File: src/rtl/sym_pkg.sv
// Shared constants and helpers for the symmetry reconstruction stage.
// Latency: n/a (package only).
// Backpressure: n/a (package only).
package sym_pkg;

    // Symmetry class of the activation function being folded back out.
    localparam int SYM_ODD     = 0;  // f(-x) = -f(x)      (tanh-like)
    localparam int SYM_SIGMOID = 1;  // f(-x) = 1 - f(x)   (sigmoid-like)
    localparam int SYM_EVEN    = 2;  // f(-x) = f(x)       (pass-through)

    // Saturating narrow: clamps a sign-extended value to the signed range
    // of 'width' bits. The caller keeps the low 'width' bits of the result.
    function automatic logic signed [63:0] sat_w(input logic signed [63:0] value,
                                                 input int                 width);
        logic signed [63:0] hi;
        logic signed [63:0] lo;
        hi = (64'sd1 <<< (width - 1)) - 64'sd1;
        lo = -(64'sd1 <<< (width - 1));
        if (value > hi)
            sat_w = hi;
        else if (value < lo)
            sat_w = lo;
        else
            sat_w = value;
    endfunction

endpackage

File: src/rtl/sym_sat.sv
// Combinational saturator: WIDTH+1-bit signed -> WIDTH-bit signed, clamps instead of wrapping.
// Latency: 0 cycles (pure combinational).
// Backpressure: none; no handshake.
// Ports: din  - WIDTH+1-bit signed value from the fold logic
//        dout - WIDTH-bit signed saturated value
module sym_sat #(
    parameter int WIDTH = 12
) (
    input  logic signed [WIDTH:0]   din,
    output logic signed [WIDTH-1:0] dout
);
    import sym_pkg::*;

    logic signed [63:0] wide_in;
    logic signed [63:0] wide_sat;
    logic               unused_hi;

    assign wide_in  = {{(63 - WIDTH){din[WIDTH]}}, din};
    assign wide_sat = sat_w(wide_in, WIDTH);
    assign dout     = wide_sat[WIDTH-1:0];

    // Upper bits are copies of the sign after clamping; nothing downstream needs them.
    assign unused_hi = ^wide_sat[63:WIDTH];

endmodule

File: src/rtl/sym.sv
// Symmetry reconstruction: folds half-range f(|x|) back to f(x) from the sign of x and the class of f.
// Latency: 1 cycle (single output register, synchronous active-high reset).
// Backpressure: none; accepts one sample every cycle, no valid/ready.
// Ports: clk   - rising-edge clock
//        rst   - synchronous reset, active-high, clears s_out
//        x_in  - signed Q(M.N) half-range value f(|x|)
//        sign  - original sign of x (1 = negative)
//        s_out - signed Q(M.N) reconstructed f(x), registered
module sym #(
    parameter int M         = 4,
    parameter int N         = 8,
    parameter int FUNC_TYPE = 0
) (
    input  logic                      clk,
    input  logic                      rst,
    input  logic signed [M+N-1:0]     x_in,
    input  logic                      sign,
    output logic signed [M+N-1:0]     s_out
);
    import sym_pkg::*;

    localparam int WIDTH = M + N;

    logic signed [WIDTH:0]   ext;   // one guard bit so -min and 1-x cannot wrap
    logic signed [WIDTH:0]   fold;
    logic signed [WIDTH-1:0] sat;

    assign ext = {x_in[WIDTH-1], x_in};

    generate
        if (FUNC_TYPE == SYM_ODD) begin : g_odd
            assign fold = sign ? -ext : ext;
        end else if (FUNC_TYPE == SYM_SIGMOID) begin : g_sigmoid
            localparam logic signed [WIDTH:0] ONE = {{WIDTH{1'b0}}, 1'b1} << N;
            assign fold = sign ? (ONE - ext) : ext;
        end else begin : g_even
            // Even functions ignore the sign; unknown types fall here too.
            logic unused_sign;
            assign unused_sign = sign;
            assign fold        = ext;
        end
    endgenerate

    sym_sat #(
        .WIDTH (WIDTH)
    ) u_sat (
        .din  (fold),
        .dout (sat)
    );

    always_ff @(posedge clk) begin
        if (rst)
            s_out <= '0;
        else
            s_out <= sat;
    end

endmodule

File: config.mk
export PLATFORM = sky130hd
export DESIGN_NAME = sym
export DESIGN_NICKNAME = d
export VERILOG_FILES = /design/src/rtl/sym_pkg.sv /design/src/rtl/sym_sat.sv /design/src/rtl/sym.sv
export SDC_FILE = /design/constraint.sdc
export NUM_CORES = 1
export LEC_CHECK = 0
export BUFFER_PORTS_ARGS = -buffer_cell sky130_fd_sc_hd__buf_2
export CAP_MARGIN = 25
export CORE_MARGIN = 3
export CORE_UTILIZATION = 46
export CTS_BUF_LIST = sky130_fd_sc_hd__clkbuf_8
export CTS_CLUSTER_SIZE = 16
export DETAILED_ROUTE_END_ITERATION = 6
export PLACE_DENSITY = 0.73
export SETUP_SLACK_MARGIN = 0.5
export SLEW_MARGIN = 20
export SYNTH_ARGS = -nofsm -noshare
export SYNTH_HDL_FRONTEND = slang
export SYNTH_HIERARCHICAL = 1
export SYNTH_SLANG_ARGS = --single-unit
export TNS_END_PERCENT = 5
File: constraint.sdc
create_clock -name clk -period 1.75 [get_ports clk]
set_clock_uncertainty 0.05 [all_clocks]
set_input_delay 0.0875 -clock clk [delete_from_list [all_inputs] [get_ports clk]]
set_output_delay 0.0875 -clock clk [all_outputs]
set_load 0.005 [all_outputs]
**Yosys cells after proc, flatten, opt, wreduce, memory -nomap -nowiden**

Index checks and enable logic that the tools add are counted.

- Bits in registers: 12
- Latch bits: 0
- RAM bits: 0
- Bits in read-only memories: 0
- Word-level logic and storage cells: 9
- Memories kept: 0

- $add $sub $neg: 1
- Multipliers: 0
- Divide/modulo/power cells: 0
- Order comparisons: 2
- Equality and inequality tests: 0
- Shifts and indexed selects: 0
- Multiplexer cells: 3
- Bitwise logic cells: 0
- Reductions and logical operators: 1

Operators with widths:

| kind | number |
|---|---|
| 13-bit by 12-bit greater-than comparator with 1-bit output (second input constant) | 1 |
| 13-bit by 12-bit < comparator with 1-bit output (second input constant) | 1 |
| 13-bit 2-to-1 mux | 1 |
| 12-bit negator with 13-bit output | 1 |
| 12-bit 2-to-1 mux | 1 |
| 11-bit 2-to-1 mux | 1 |
| 2-bit OR reduction | 1 |

**Depth between registers and ports, before layout**

- Word-level depth: 5
- Depth in mapped cells: 8
- Mapped depth without buffers: 8

**Modules after synthesis**

The synthesis kept the hierarchy.

Modules (own cells, without submodules):

| module | times used | cells an instance | area each (sq um) | sequential area each (sq um) |
|---|---|---|---|---|
| sym | 1 | 59 | 585.6 | 240.2 |
| sym_sat | 1 | 37 | 224.0 | 0.0 |

**Worst setup path before layout**

Ideal clock, no wire load.

- Path type: in2reg
- From: in x_in[7]
- To: reg s_out[2]
- Setup time: 0.066 ns
- Arrival time: 1.607 ns
- Slack: 0.027 ns
- Stages: 7
- Cell sequence: or4_4 > o41ai_2 > xnor2_1 > buf_6 > nor2_2 > o21ai_2 > nor2b_1

- Word-level cells in the longest chain between the ends: 5
- Elaborated cells between the ends (all ways): 6

Ends and longest elaborated chain:

| what | RTL line | text |
|---|---|---|
| start, declared | sym.sv:16 | `input logic signed [M+N-1:0] x_in,` |
| 12-bit negator with 13-bit output * | sym.sv:32 | `assign fold = sign ? -ext : ext;` |
| 13-bit 2-to-1 mux * | sym.sv:32 |  |
| named net fold[11] | sym.sv:25 | `logic signed [WIDTH:0] fold;` |
| 13-bit by 12-bit < comparator with 1-bit output | sym_pkg.sv:21 | `else if (value < lo)` |
| 12-bit 2-to-1 mux | sym_pkg.sv:21 |  |
| 11-bit 2-to-1 mux * | sym_pkg.sv:19 | `if (value > hi)` |
| named net sat[2] | sym.sv:26 | `logic signed [WIDTH-1:0] sat;` |
| end signal, assigned | sym.sv:55 | `s_out <= sat;` |
| end, declared | sym.sv:18 | `output logic signed [M+N-1:0] s_out` |

The timed path passes the listed nets; every way through them passes the cells marked *.
A chain may end at the register's enable or synchronous reset.

**Final worst setup path**

- From: in x_in[7]
- To: reg s_out[3]

Same word-level chain as after synthesis.

==> out/metrics.yaml <==
status: "complete, no violations"
fmax_ghz: 0.632
powerDensity_nw_per_um2: 700
top_regs: "s_out (12)"
slew_viol_final: 0
syn_area_per_cell_um2: 8.43
rsz0062_at_grt: "true"
final_net_count: 153
grt_overflow: 0
path_max_fanout: 22
fin_tns_setup_ns: 0
critPathLaunchType: "input port"
drive_gt1_share_pct: 56.3
hold_path.class: "in2reg"
slew_headroom_pct: 76.3
viasPerCell: 4.95
crit_family: "simple AND/OR/NAND/NOR gates"
grt_pass1_vias: 692
max_stage_delay_ns: 0.55
min_period_ns: 1.58
top_register: "s_out"
yosys.area_share.simple_pct: 28.4
finalCritPeriodShare_pct: 90.4
synth_xor_area_share_pct: 10.8
ant_nets: 0
start_util_pct: 51.3
syn-num-nets: 112
synth_top_family_by_area: "simple AND/OR/NAND/NOR gates"
hold_path_depth: 2
finalPower_w: 0.000823
synth_mux_area_share_pct: 1.24
fin_ws_ns: 0.167
numCtsBuffers: 3
dieArea_um2: 2300
required_ns: 1.87
grt_use_total_pct: 18.2
tightest_slew_ns: 0.351
path_buf_inv: 2
setup_viol: 0
critical_path_arrival_ns: 1.70
synth-compound-area-share_pct: 22.3
num_io_pins: 27
synth-seq-area-share_pct: 29.7
placed_area_um2: 1050
drtIter0Drc: 9
leakage_nw: 0.520
drt_wl_total_um: 1670
core.rowCount: 14
netlist_area_um2: 810
synth_cell_type_count: 24
area_growth_pct: 45.3
vdd_ir_drop_max_mv: 0.347
firstDrtPassIters: 4
hold_viol_final: 0
synth_fa_ha_area_share_pct: 1.55
postSynthCellCount: 96
final_common_cell: "buf_2"
grt_first_pass_wirelength_um: 3040
grt_antenna_before_repair: 0
slowest_stage: "or4_4"
die_x_um: 48.0
yosys.area.top_type: "dfxtp_1"
cts_tree: "built"
maxCapViolCount: 0
gp_congestion: 0.798
numPortBuffers: 26
holdPathEnd: "s_out[0]"
cts-htree-levels: 1
synth_top_area_share_pct: 29.7
grt_max_degree: 23
cp_cell_sequence: "buf_2, or4_4, o41ai_4, xnor2_2, buf_12, nor2_2, o21ai_2, nor2b_1"
pre_cts_slack_ns: -0.0932
core_area_um2: 1580
synth-seq-cells: 12
vias: 747
clock-sinks: 12
clock-root-buffer: "clkbuf_8"
finalInstanceArea_um2: 1180
clkTransAtPathRegs_ns: 0.05
hp-start: "rst"
final_cell_mix: "buf_2 (24), buf_4 (13), nand2_1 (12), nor2b_1 (12), dfxtp_1 (12)"
remaining_drc_errors: 0
end_kind: "flop"
crit_type: "in2reg"
die_y_um: 48.0
synth-warning-count: 6
antennaDiodeCount: 0
wl_per_cell_um: 11.0
yosys-top-cells-area: "dfxtp_1 (30%), xnor2_1 (11%), o21ai_2 (9.7%)"
largest_register_ffs: 12
cts_buffer_depth: 2
[worst max-delay path by stage]
stage | startpoint | to | slack, ns | cells after the start
after floorplan | x_in[7] | s_out[2] | 0.10 | 7
after global placement | x_in[7] | s_out[4] | -0.05 | 8
after detailed placement | x_in[1] | s_out[7] | -0.09 | 9
after CTS | x_in[7] | s_out[10] | 0.17 | 8
after global routing | x_in[7] | s_out[3] | 0.05 | 8
final | x_in[7] | s_out[3] | 0.17 | 8
[power breakdown]
group          switching, W  internal (W)  leakage (nW)
combinational      0.000139      0.000146         0.399
clock             0.0000808      0.000150        0.0216
sequential       0.00000511      0.000302         0.100
total              0.000225      0.000598         0.520
[layout make-up]
cell class,count,area (um2)
Multi-Input combinational cell,75,578
Fill cell,132,400
Timing Repair Buffer,42,283
Sequential cell,12,240
Clock buffer,3,41.3
Tap cell,16,20.0
Inverter,3,13.8
[cell families after synthesis]
| logic type | count (synthesis) |
|---|---|
| and+or+nand+nor | 41 |
| AOI/OAI and AO/OA | 22 |
| DFF | 12 |
| muxes | 1 |
| buffers and inverters | 9 |
| xor gates and xnor gates | 10 |
| adders and majority gates | 1 |
[cell usage after synthesis]
cell type and count:
o41ai_2 2, o21ai_0 4, or2_2 2, clkbuf_1 2, dfxtp_1 12, or4_4 1, buf_1 1, nor2b_1 12
o21ai_2 9, o21ai_1 2, or4b_1 1, o31ai_1 4, inv_1 3, xnor2_1 10, or3_1 1, ha_1 1
nand2b_1 1, buf_4 2, nor2_2 9, mux2i_1 1, buf_6 1, o41ai_1 1, nor2_1 2, nand2_1 12
[metrics by stage]
stage          hold slack [ns]  utilization, %  cells
2_1_floorplan            0.109               -     96
3_3_place_gp             0.353            66.7    146
3_5_place_dp             0.360            66.7    146
4_1_cts                  0.122            74.6    151
5_1_grt                  0.142            74.6    151
6_report                 0.123            74.6    151
[metal layers]
metal  up-vias  global-route usage, %  wire [um]
met3         0                   1.13         74
li1        398                      -          -
met5         -                      0          0
met1       329                   23.7        774
met2        20                   31.1        817
met4         0                   6.45          0
[timing repair]
item,CTS,global route
gates resized for setup,15,0
hold buffers,0,0
pin swaps,10,0
buffers inserted,1,0
gates cloned,1,0
endpoints found under the setup margin,12,12
(Power assumes the default switching activity.)
